<file path="config.mk">
export PLATFORM = sky130hd
export DESIGN_NAME = surf_cout_dout_tx
export DESIGN_NICKNAME = d
export VERILOG_FILES = /design/src/rtl/surf_cout_dout_tx_pkg.sv /design/src/rtl/surf_tx_nyb_shreg.sv /design/src/rtl/surf_cout_dout_tx.sv
export SDC_FILE = /design/constraint.sdc
export NUM_CORES = 1
export LEC_CHECK = 0
export CAP_MARGIN = 40
export CORE_MARGIN = 2
export CORE_UTILIZATION = 42
export CTS_CLUSTER_SIZE = 25
export DETAILED_ROUTE_END_ITERATION = 8
export PLACE_DENSITY = 0.8
export SLEW_MARGIN = 20
export SYNTH_ARGS = -nofsm -noshare
export SYNTH_HDL_FRONTEND = slang
export SYNTH_SLANG_ARGS = --single-unit
</file>
<file path="constraint.sdc">
create_clock -name sysclk_i -period 1.9 [get_ports sysclk_i]
set_input_delay 0.38 -clock sysclk_i [delete_from_list [all_inputs] [get_ports sysclk_i]]
set_output_delay 0.38 -clock sysclk_i [all_outputs]
set_load 0.01 [all_outputs]
</file>
<file path="src/rtl/surf_cout_dout_tx_pkg.sv">
// surf_cout_dout_tx_pkg
//   Shared constants and types for the SURF COUT/DOUT transmit framer:
//   default training/idle patterns, frame and slot geometry, nybble width,
//   the PRBS-7 definition and a one-byte PRBS stepping helper.
//   Optional feature macro used by the framer: SURF_TX_PRBS_EN.
package surf_cout_dout_tx_pkg;

    localparam logic [31:0] TRAIN_COUT_DEF = 32'hA55A6996;
    localparam logic [7:0]  TRAIN_DOUT_DEF = 8'hB8;
    localparam logic [31:0] IDLE_COUT_DEF  = 32'h00000000;
    localparam logic [7:0]  IDLE_DOUT_DEF  = 8'h00;

    localparam int FRAME_LEN = 8;
    localparam int SLOT_LEN  = 2;
    localparam int NYB_W     = 4;
    localparam int FCNT_W    = $clog2(FRAME_LEN);
    localparam int SLOT_W    = $clog2(SLOT_LEN);

    // x^7 + x^6 + 1: feedback is state[6] ^ state[5]
    localparam logic [6:0] PRBS_TAPS = 7'b110_0000;
    localparam logic [6:0] PRBS_SEED = 7'h7F;

    typedef enum logic {ORDER_MSB_FIRST, ORDER_LSB_FIRST} nyb_order_e;

    typedef struct packed {
        logic [6:0] state;
        logic [7:0] data;
    } prbs_step_t;

    // Advance the generator 8 bits; the first generated bit lands in data[7].
    function automatic prbs_step_t prbs7_byte(input logic [6:0] s);
        prbs_step_t r;
        logic       nb;
        r.state = s;
        r.data  = '0;
        for (int i = 0; i < 8; i++) begin
            nb      = ^(r.state & PRBS_TAPS);
            r.state = {r.state[5:0], nb};
            r.data  = {r.data[6:0], nb};
        end
        return r;
    endfunction

endpackage

</file>
<file path="src/rtl/surf_tx_nyb_shreg.sv">
// surf_tx_nyb_shreg
//   Load-or-shift register that emits one registered nybble per cycle.
//   On ld_i the new word's first nybble goes straight to nyb_o on the next
//   cycle; otherwise the remaining content keeps draining. ORDER picks
//   MSB-nybble-first or LSB-nybble-first.
//   Ports: clk_i, rst_i (async, active high), ld_i, data_i[LOAD_W], nyb_o[4].
module surf_tx_nyb_shreg
    import surf_cout_dout_tx_pkg::*;
#(
    parameter int         LOAD_W = 32,
    parameter nyb_order_e ORDER  = ORDER_MSB_FIRST
) (
    input  logic              clk_i,
    input  logic              rst_i,
    input  logic              ld_i,
    input  logic [LOAD_W-1:0] data_i,
    output logic [NYB_W-1:0]  nyb_o
);

    logic [LOAD_W-1:0] sreg_q, sreg_d, src;
    logic [NYB_W-1:0]  nyb_q, nyb_d;

    always_comb begin
        src = ld_i ? data_i : sreg_q;
        if (ORDER == ORDER_MSB_FIRST) begin
            nyb_d  = src[LOAD_W-1 -: NYB_W];
            sreg_d = src << NYB_W;
        end else begin
            nyb_d  = src[NYB_W-1:0];
            sreg_d = src >> NYB_W;
        end
    end

    always_ff @(posedge clk_i or posedge rst_i) begin
        if (rst_i) begin
            sreg_q <= '0;
            nyb_q  <= '0;
        end else begin
            sreg_q <= sreg_d;
            nyb_q  <= nyb_d;
        end
    end

    assign nyb_o = nyb_q;

endmodule

</file>
<file path="src/rtl/surf_cout_dout_tx.sv">
// surf_cout_dout_tx
//   SURF-side COUT/DOUT transmit framer. One 32-bit command word per 8-cycle
//   frame on COUT (MSB nybble first), one byte per 2-cycle slot on DOUT (low
//   nybble first), plus fixed training patterns for receiver alignment.
//   Ports: sysclk_i, rst_i (async, active high), sync_i, train_i,
//          cmd_* / dat_* AXI-stream style inputs with tready outputs,
//          cout_o/dout_o nybbles to OSERDES, locked_o, sync_err_o, underrun_o.
//   Optional: SURF_TX_PRBS_EN replaces the DOUT training byte with PRBS-7.
module surf_cout_dout_tx
    import surf_cout_dout_tx_pkg::*;
#(
    parameter logic [31:0] TRAIN_COUT = TRAIN_COUT_DEF,
    parameter logic [7:0]  TRAIN_DOUT = TRAIN_DOUT_DEF,
    parameter logic [31:0] IDLE_COUT  = IDLE_COUT_DEF,
    parameter logic [7:0]  IDLE_DOUT  = IDLE_DOUT_DEF
) (
    input  logic             sysclk_i,
    input  logic             rst_i,
    input  logic             sync_i,
    input  logic             train_i,
    input  logic [31:0]      cmd_tdata,
    input  logic             cmd_tvalid,
    output logic             cmd_tready,
    input  logic [7:0]       dat_tdata,
    input  logic             dat_tvalid,
    output logic             dat_tready,
    output logic [NYB_W-1:0] cout_o,
    output logic [NYB_W-1:0] dout_o,
    output logic             locked_o,
    output logic [7:0]       sync_err_o,
    output logic [7:0]       underrun_o
);

    logic [FCNT_W-1:0] fcnt_q, fcnt_d;
    logic              locked_q, locked_d;
    logic [7:0]        sync_err_q, sync_err_d;
    logic [7:0]        underrun_q, underrun_d;
    logic              frame_end, ld, dat_ld, sync_bad, und_inc;
    logic [31:0]       cout_word;
    logic [7:0]        dout_word, train_dout;

    assign frame_end = (fcnt_q == FCNT_W'(FRAME_LEN - 1));
    assign ld        = sync_i | (locked_q & frame_end);
    // Last cycle of each 2-cycle slot, or any frame load (a realigning sync
    // restarts the slot phase too).
    assign dat_ld    = ld | (&fcnt_q[SLOT_W-1:0]);

    // locked_q is cleared by reset, so both readies are low while rst_i is high.
    assign cmd_tready = ld & locked_q & ~train_i;
    assign dat_tready = dat_ld & locked_q & ~train_i;

    assign sync_bad = sync_i & locked_q & ~frame_end;
    assign und_inc  = dat_ld & locked_q & ~train_i & ~dat_tvalid;

`ifdef SURF_TX_PRBS_EN
    logic       train_q;
    logic [6:0] prbs_q, prbs_d, prbs_cur;
    prbs_step_t prbs_nx;

    // A rising train_i restarts from the seed so the receiver sees a known
    // sequence start at the first training byte.
    always_comb begin
        prbs_cur   = (train_i & ~train_q) ? PRBS_SEED : prbs_q;
        prbs_nx    = prbs7_byte(prbs_cur);
        train_dout = prbs_nx.data;
        prbs_d     = prbs_cur;
        if (dat_ld & locked_q & train_i)
            prbs_d = prbs_nx.state;
    end

    always_ff @(posedge sysclk_i or posedge rst_i) begin
        if (rst_i) begin
            train_q <= 1'b0;
            prbs_q  <= PRBS_SEED;
        end else begin
            train_q <= train_i;
            prbs_q  <= prbs_d;
        end
    end
`else
    assign train_dout = TRAIN_DOUT;
`endif

    // Load word selection; only sampled by the lanes on their load strobes.
    // Before lock both lanes load idle patterns.
    always_comb begin
        cout_word = IDLE_COUT;
        dout_word = IDLE_DOUT;
        if (locked_q) begin
            if (train_i) begin
                cout_word = TRAIN_COUT;
                dout_word = train_dout;
            end else begin
                if (cmd_tvalid) cout_word = cmd_tdata;
                if (dat_tvalid) dout_word = dat_tdata;
            end
        end
    end

    always_comb begin
        fcnt_d     = sync_i ? '0 : fcnt_q + 1'b1;
        locked_d   = locked_q | sync_i;
        sync_err_d = sync_err_q;
        underrun_d = underrun_q;
        if (sync_bad && sync_err_q != 8'hFF) sync_err_d = sync_err_q + 8'd1;
        if (und_inc && underrun_q != 8'hFF)  underrun_d = underrun_q + 8'd1;
    end

    always_ff @(posedge sysclk_i or posedge rst_i) begin
        if (rst_i) begin
            fcnt_q     <= '0;
            locked_q   <= 1'b0;
            sync_err_q <= '0;
            underrun_q <= '0;
        end else begin
            fcnt_q     <= fcnt_d;
            locked_q   <= locked_d;
            sync_err_q <= sync_err_d;
            underrun_q <= underrun_d;
        end
    end

    // A misplaced sync raises ld, so reloading here drops the rest of the
    // in-flight word without extra logic.
    surf_tx_nyb_shreg #(.LOAD_W(32), .ORDER(ORDER_MSB_FIRST)) u_cout (
        .clk_i (sysclk_i),
        .rst_i (rst_i),
        .ld_i  (ld),
        .data_i(cout_word),
        .nyb_o (cout_o)
    );

    surf_tx_nyb_shreg #(.LOAD_W(8), .ORDER(ORDER_LSB_FIRST)) u_dout (
        .clk_i (sysclk_i),
        .rst_i (rst_i),
        .ld_i  (dat_ld),
        .data_i(dout_word),
        .nyb_o (dout_o)
    );

    assign locked_o   = locked_q;
    assign sync_err_o = sync_err_q;
    assign underrun_o = underrun_q;

endmodule

</file>
After elaboration in Yosys (flattened, before gate mapping)
Index checks and enable logic that the tools add are counted.

Bits in registers: 60. Input port bits: 46. Output and inout port bits: 27.

Eq/ne operators: 3. Mux-type cells: 9. Reductions and logical operators: 2. Add/sub/neg operators: 3. Bitwise logic cells: 14.

Operator list (count): 32-bit 2-to-1 mux (4); 8-bit 2-to-1 mux (4); 8-bit by 1-bit adder with 8-bit output, second input constant (2); 8-bit != test, second input constant (2); 1-bit AND (8); 3-bit by 1-bit adder with 3-bit output, second input constant (1); 3-bit == test, second input constant (1); 3-bit 2-to-1 mux (1); 1-bit inverter (3); 1-bit OR (3); 1-bit logical AND (2).

Depth between registers and ports, before layout
Gate-level depths: netlist of run 1.

Depth in word-level cells: 8. Depth in mapped cells: 8. Gate-level depth less buffers: 6.

Hierarchy
Synthesis of run 1 repeated with hierarchy kept, for this count alone.

Cell total of the unflattened synthesis: 247. Area, all modules: 3019.1 um^2.

By module, submodules not included: surf_cout_dout_tx (area an instance 1408.9 um^2, cells an instance 160, instances 1); surf_tx_nyb_shreg (u_cout) (area an instance 1305.0 um^2, cells an instance 69, instances 1); surf_tx_nyb_shreg (u_dout) (area an instance 305.3 um^2, cells an instance 18, instances 1).

Worst setup path before layout of run 1
No wires, ideal clock.

Kind: register to register. Start point: register fcnt_q[0]. End point: register u_cout.nyb_q[0] (netlist: u_cout.nyb_o[0]). Cell stages (with the launch flop): 9. Library setup time: 0.121 ns. Data required time: 1.779 ns. Setup slack: 0.097 ns. Period minus slack after synthesis: 1.803 ns. Arrival: 1.682 ns. Path through: dfrtp_1 > ha_1 > ha_1 > o21ai_2 > nor2_2 > and2_1 > buf_6 > buf_6 > a22o_1.

Cells in the longest elaborated chain, start to end: 4.

RTL lines: from (decl) (RTL line surf_cout_dout_tx.sv:34) `logic [FCNT_W-1:0] fcnt_q, fcnt_d;`; from (signal assigned) (RTL line surf_cout_dout_tx.sv:116) `fcnt_q <= fcnt_d;`; 3-bit == test (RTL line surf_cout_dout_tx.sv:42) `assign frame_end = (fcnt_q == FCNT_W'(FRAME_LEN - 1));`; 1-bit AND (RTL line surf_cout_dout_tx.sv:43) `assign ld = sync_i | (locked_q & frame_end);`; 1-bit OR (RTL line surf_cout_dout_tx.sv:43); 32-bit 2-to-1 mux (RTL line surf_tx_nyb_shreg.sv:24) `src = ld_i ? data_i : sreg_q;`; net u_cout.src[28] (RTL line surf_tx_nyb_shreg.sv:20) `logic [LOAD_W-1:0] sreg_q, sreg_d, src;`; to (signal assigned) (RTL line surf_tx_nyb_shreg.sv:40) `nyb_q <= nyb_d;`; to (decl) (RTL line surf_tx_nyb_shreg.sv:21) `logic [NYB_W-1:0] nyb_q, nyb_d;`.

The timed path passes the listed nets, and every way through them passes these cells. A chain may end at the register's enable or synchronous reset.

Worst setup path after layout of run 1
Start point: register fcnt_q[0]. End point: output dat_tready.

Cells in the longest elaborated chain, start to end: 6.

RTL lines: 3-bit == test (RTL line surf_cout_dout_tx.sv:42); 1-bit AND (RTL line surf_cout_dout_tx.sv:43); 1-bit OR (RTL line surf_cout_dout_tx.sv:43); 1-bit OR * (RTL line surf_cout_dout_tx.sv:46) `assign dat_ld = ld | (&fcnt_q[SLOT_W-1:0]);`; 1-bit AND * (2 in a row) (RTL line surf_cout_dout_tx.sv:50) `assign dat_tready = dat_ld & locked_q & ~train_i;`; to (decl) (RTL line surf_cout_dout_tx.sv:26) `output logic dat_tready,`.

Mark *: on every way between the ends. The rest lies on a longest branch, timed or not.

==> impl_metrics.csv, run 1 <==
group,metric,value,unit
global_routing,grt_pass1_wl,9100,um
power,p_per_area,1010,nW/um^2
floorplanning,fp.dieW,80.8,um
yosys,async_flop_share,1.00,
timing,rsz0062_at_grt,"yes",
setup_path,ff2ff_setup_slack,-0.04,ns
detailed_routing,wl_per_cell,15.1,um
floorplanning,core,5610,um^2
timing,report.final.hold_viol_count,0,
yosys,synth-edff-count,0,
min_path,min_path_type,"input pin to async pin",
clock_network,worstSkewPairLatency,0.32,ns
outcome,violations,"negative setup slack",
setup_path,crit_arrival,1.67,ns
clock_network,cts-buffers-inserted,9,
place,place.gp.congestion,0.779,
global_routing,grt_overflow,0,
setup_path,crit_type,"flip-flop to primary output",
clock_network,path_clk_slew,0.07,ns
timing,slew_violations,0,
detailed_routing,dr.pass1.iters,4,
global_routing,grt_max_degree,61,
timing,fin_crit_sh,1.08,
final_layout,diodes,0,
final_layout,final_net_count,359,
setup_path,cp-start-kind,"flip-flop",
yosys,synth_area_per_cell,11.7,um^2
timing,finClkSkew,0.00575,ns
place,hpwl,3900,um
yosys,syn_nets,261,
global_routing,grt_pass1_vias,1978,
setup_path,worst-path-max-fanout,2,
yosys,synth_seq_cells,60,
flow_run,drv_cap,0,
detailed_routing,drt-total-wl,5830,um
final_layout,synthToLayoutAreaGrowth,49.0,%
yosys,synth_cell_types,36,
floorplanning,die_h,80.8,um
clock_network,cts_sinks,60,
power,internal-power,2680,uW
timing,fin_tns_setup,-0.304,ns
final_layout,layout-drive-gt1-share,0.213,
global_routing,antenna_found_initial,0,
final_layout,finish.utilization,0.658,
yosys,synthTopCellsByArea,"dfrtp_1 61%, a22o_1 4.9%, a21oi_1 4.2%",
setup_path,cp.required,1.52,ns
outcome,status,"complete, but fails checks",
power,combPwrFrac,0.244,
floorplanning,initial_core_util,0.442,
yosys,synth_top_cell_area_share,0.606,
setup_path,crit_path_end_kind,"primary output",
clock_network,cts_tree,"built",
power,p_sw_frac,0.278,
yosys,synthCells,211,
place,post_dp_cell_area,3390,um^2
yosys,netlist_area,2480,um^2
final_layout,n_fill_cell,464,
floorplanning,die_area,6530,um^2
yosys,yosysTopAreaCell,"dfrtp_1",
detailed_routing,postRouteAntennaNets,0,
detailed_routing,drc,0,
detailed_routing,drt_iter0_markers,65,
clock_network,postCtsHoldBufs,0,
timing,tightest_slew,0.359,ns
setup_path,crit_chain,"ha_2, ha_4, or3_4, nand2_4, nor2_2, buf_2",
power,p_sw,1030,uW
power,seq_power_share,0.447,
place,io_buffers,72,
floorplanning,row_count,27,
power,power_leakage,0.00167,uW
power,p_clk_frac,0.310,
timing,max-slew-margin-rel,0.760,
detailed_routing,avgViaCountPerCell,5.01,
yosys,ys_warn_count,0,
timing,fmax,0.487,GHz
clock_network,cts_max_level,3,
power,ir_worst_vdd,0.000612,V
global_routing,track_usage,0.187,
setup_path,slowest_delay,0.38,ns
clock_network,cts_buffer_depth,2,
timing,min_period,2.05,ns
final_layout,final_area,3690,um^2
timing,finalWorstSetupSlack,-0.153,ns
timing,finalSetupViolations,6,
detailed_routing,vias,1932,
yosys,synth_ff_type,"dfrtp_1",
yosys,synth_seq_area_share,0.606,
clock_network,cts_root_buf,"clkbuf_8",
floorplanning,pin_count,73,
setup_path,critPathSlowestCell,"dfrtp_1",
placed cells by master, fill, tap and decap left out, drive strengths merged, types with 2 or more instances in the layout:
cell,n
a21oi,21
nor4,2
nand4,2
a22o,14
clkdlybuf4s50,70
nand3,4
xnor2,2
nor2b,3
and3,3
clkinv,4
a32o,3
o21ai,16
ha,4
nor2,14
xor2,10
mux2,4
inv,4
nor3,3
dfrtp,60
buf,28
nand2,23
clkbuf,11
power by group through the flow:
stage          clock network, uW  logic [uW]  registers, uW
5_1_grt                     1240         989           1680
3_5_place_dp                   0         868           1670
2_1_floorplan                  0         329           1710
3_3_place_gp                   0         840           1660
4_1_cts                     1180         897           1650
6_report                    1150         906           1660
layer usage:
layer	up-vias	global-route usage	share of wire	wire [um]
met2	49	0.308	0.49	2870
met4	0	0.0915	0.013	78
met3	6	0.0367	0.045	265
met5	-	0	0	0
li1	928	-	-	-
met1	949	0.235	0.45	2620
metrics by stage:
step | setup slack [ns] | power [uW] | std cells | hold slack, ns
6_report | -0.153 | 3720 | 386 | 0.431
2_1_floorplan | 0.0353 | 2040 | 211 | 0.426
3_3_place_gp | -0.301 | 2500 | 361 | 0.429
3_5_place_dp | -0.362 | 2540 | 361 | 0.435
4_1_cts | -0.181 | 3730 | 390 | 0.435
5_1_grt | -0.218 | 3910 | 386 | 0.471
kinds of logic after synthesis:
| family | after synthesis | synth area share |
|---|---|---|
| AOI/OAI and AO/OA | 56 | 0.153 |
| adders and majority gates | 4 | 0.0202 |
| xor gates and xnor gates | 12 | 0.0424 |
| DFF | 60 | 0.606 |
| and+or+nand+nor | 60 | 0.131 |
| buffers and inverters | 15 | 0.0298 |
| muxes | 4 | 0.0182 |
critical path, delay by kind of cell (launching register included):
kind	cells	cell delay (ns)
buffers and inverters	1	0.15
and+or+nand+nor	3	0.47
DFF	1	0.38
adders and majority gates	2	0.35
synth_stat cells, types with 4 or more instances:
cell type  count
nor2_1        13
nand2_1       22
clkbuf_1       5
xor2_1        10
dfrtp_1       60
a22o_1        14
nand3_1        4
a21oi_1       21
o21ai_0       15
mux2_2         4
ha_1           4
inv_1          4
timing repair:
action,CTS,global route
pin swaps,4,2
setup buffers,13,2
endpoints found under the setup margin,2,34
gates resized for setup,14,9
final timing paths:
| check | from | to | cells past startpoint |
|---|---|---|---|
| worst max-delay path | fcnt_q[0] | dat_tready | 6 |
| worst min-delay path | rst_i | u_dout.nyb_o[3] | 3 |
| worst max register to register | fcnt_q[0] | underrun_o[2] | 9 |
| worst min register to register | u_cout.sreg_q[14] | u_cout.sreg_q[18] | 2 |
| max in group asynchronous | rst_i | locked_o | 3 |
| min in group sysclk_i | u_cout.sreg_q[14] | u_cout.sreg_q[18] | 2 |
flip-flops by register name, indices dropped and copies added (netlist names):
register and flops:
u_dout.sreg_q 4, u_dout.nyb_o 4, fcnt_q 3, locked_o 1, underrun_o 8, u_cout.nyb_o 4, u_cout.sreg_q 28, sync_err_o 8
area by class of cell:
| class | instances | area (um^2) | share of cell area |
|---|---|---|---|
| inverters | 4 | 15.0 | 0.00407 |
| clock buffers | 11 | 151 | 0.0410 |
| flip-flops and latches | 60 | 1500 | 0.407 |
| well taps | 72 | 90.1 | 0.0244 |
| clock inverters | 5 | 50.0 | 0.0136 |
| multi-input cells | 136 | 947 | 0.257 |
| repair buffers | 98 | 935 | 0.253 |
Note: power is estimated with default switching activity, not from simulation.
==> run 2, diff against run 1 <==
--- a/config.mk
+++ b/config.mk
@@ -10,7 +10,9 @@
 export CORE_UTILIZATION = 42
 export CTS_CLUSTER_SIZE = 25
 export DETAILED_ROUTE_END_ITERATION = 8
+export GPL_ROUTABILITY_DRIVEN = 0
 export PLACE_DENSITY = 0.8
+export SKIP_LAST_GASP = 1
 export SLEW_MARGIN = 20
 export SYNTH_ARGS = -nofsm -noshare
 export SYNTH_HDL_FRONTEND = slang
==> run 2 against run 1 <==
  * Utilization decreased by 0.36 points
  * Combinational power decreased by 3.5%
  * Worst setup slack got worse by 0.049 ns
  * Global-route usage about the same
  * Power decreased by 1.1%
  * Wire length decreased by 2.9%
  * Largest power group unchanged
  * Sequential share of layout area increased by 0.19 points
  * The flow still finishes with violations (negative setup slack)
  * Die area unchanged
==> impl_metrics.csv, run 2 (same netlist as run 1, synthesis figures left out) <==
group,metric,value,unit
setup_path,timing.rr.end,"u_cout.sreg_q[9]",
detailed_routing,vias,1916,
place,hpwl,3900,um
flow_run,drv_cap,0,
power,p_sw_frac,0.277,
power,p_clk_frac,0.312,
power,p_per_area,1000,nW/um^2
setup_path,worst-path-max-fanout,2,
power,combPwrFrac,0.238,
clock_network,path_clk_slew,0.07,ns
timing,finClkSkew,0.00613,ns
power,ir_worst_vdd,0.000600,V
clock_network,cts_root_buf,"clkbuf_8",
clock_network,cts_buffer_depth,2,
timing,fin_crit_sh,1.11,
setup_path,crit_type,"flip-flop to primary output",
timing,finalSetupViolations,2,
outcome,violations,"negative setup slack",
global_routing,grt_max_degree,61,
global_routing,grt_pass1_wl,9130,um
timing,whs,0.422,ns
global_routing,grt_overflow,0,
clock_network,cts-buffers-inserted,9,
detailed_routing,avgViaCountPerCell,4.99,
setup_path,cp-start-kind,"flip-flop",
final_layout,diodes,0,
clock_network,cts_tree,"built",
clock_network,postCtsHoldBufs,0,
floorplanning,initial_core_util,0.442,
final_layout,synthToLayoutAreaGrowth,48.2,%
floorplanning,row_count,27,
power,total_power,3670,uW
final_layout,regMostFlops,"u_cout.sreg_q",
power,internal-power,2660,uW
place,io_buffers,72,
power,seq_power_share,0.450,
timing,fmax,0.476,GHz
floorplanning,fp.dieW,80.8,um
detailed_routing,drc,0,
min_path,min_path_type,"input pin to async pin",
clock_network,cts_max_level,3,
setup_path,ff2ff_setup_slack,0,ns
detailed_routing,drt_iter0_markers,67,
setup_path,timing.rr.start,"fcnt_q[0]",
power,p_sw,1020,uW
setup_path,crit_arrival,1.72,ns
outcome,status,"complete, but fails checks",
floorplanning,die_h,80.8,um
timing,slew_violations,0,
clock_network,worstSkewPairLatency,0.32,ns
power,power_leakage,0.00165,uW
timing,rsz0062_at_grt,"yes",
floorplanning,pin_count,73,
final_layout,final_net_count,357,
timing,min_period,2.10,ns
global_routing,track_usage,0.187,
detailed_routing,postRouteAntennaNets,0,
floorplanning,core,5610,um^2
floorplanning,die_area,6530,um^2
detailed_routing,drt-total-wl,5660,um
timing,finalWorstSetupSlack,-0.202,ns
final_layout,finish.utilization,0.655,
timing,fin_tns_setup,-0.279,ns
setup_path,cp.required,1.52,ns
setup_path,reg2reg_depth,9,
detailed_routing,dr.pass1.iters,4,
clock_network,cts_sinks,60,
final_layout,final_common_cell,"clkdlybuf4s50_1",
global_routing,antenna_found_initial,0,
setup_path,crit_path_end_kind,"primary output",
final_layout,mostFrequentLayoutCells,"70 x clkdlybuf4s50_1, 60 x dfrtp_1, 22 x nand2_1, 22 x buf_4, 20 x a21oi_1",
final_layout,layout-drive-gt1-share,0.199,
detailed_routing,wl_per_cell,14.7,um
global_routing,grt_pass1_vias,1982,
final_layout,largest_register_ffs,28,
timing,max-slew-margin-rel,0.762,
timing,report.final.hold_viol_count,0,
timing,tightest_slew,0.356,ns
## run 2: cell types whose count changed in the layout (fill, tap and decap cells not counted), sizes merged
| cell | delta |
|---|---|
| buf | -2 |
## run 2: stage by stage
step	setup slack [ns]	cells	instance area, um^2
5_1_grt	-0.252	384	3670
3_5_place_dp	-0.362	361	3390
3_3_place_gp	-0.301	361	3390
4_1_cts	-0.181	390	3690
2_1_floorplan	0.0353	211	2480
6_report	-0.202	384	3670
## run 2: worst max path at each step
stage / startpoint / endpoint / slack [ns] / depth (start not counted)
floorplan: rst_i / fcnt_q[0] / 0.04 / 1
global route: fcnt_q[0] / dat_tready / -0.25 / 6
CTS: fcnt_q[0] / dat_tready / -0.18 / 6
global placement: sync_i / dat_tready / -0.30 / 5
detailed placement: sync_i / dat_tready / -0.36 / 5
finish: fcnt_q[0] / dat_tready / -0.20 / 6
## run 2: cell type report
cell class | count | area (um^2)
multi-input combinational | 136 | 941
clock buffer | 11 | 151
clock inverter | 5 | 50.0
sequential | 60 | 1500
inverter | 4 | 15.0
timing repair buffer | 96 | 922
fill | 469 | 1940
tap | 72 | 90.1
## run 2: timing repair
action / CTS / global route
endpoints found under the setup margin: 2 / 36
pin swaps: 4 / 4
setup buffers: 13 / 1
resized for setup: 11 / 6
gates cloned: 0 / 0
## run 2: power groups by stage
stage	clock [uW]	sequential [uW]	combinational, uW
after detailed placement	0	1670	868
after global placement	0	1660	840
after global routing	1240	1680	964
after floorplan	0	1710	329
after CTS	1180	1650	894
final	1150	1650	874
## run 2: worst max-delay path: stages, from the launching register on
cell     delay, ns
dfrtp_1       0.38
ha_2          0.21
ha_4          0.16
or3_4         0.39
nand2_4       0.10
nor2_4        0.04
buf_6         0.13
## run 2: per-layer routing
layer	GRT usage	wire length [um]	vias to the layer above
met1	0.237	2570	933
met5	0	0	-
met4	0.0915	80	0
li1	-	-	928
met3	0.0367	257	6
met2	0.308	2750	49
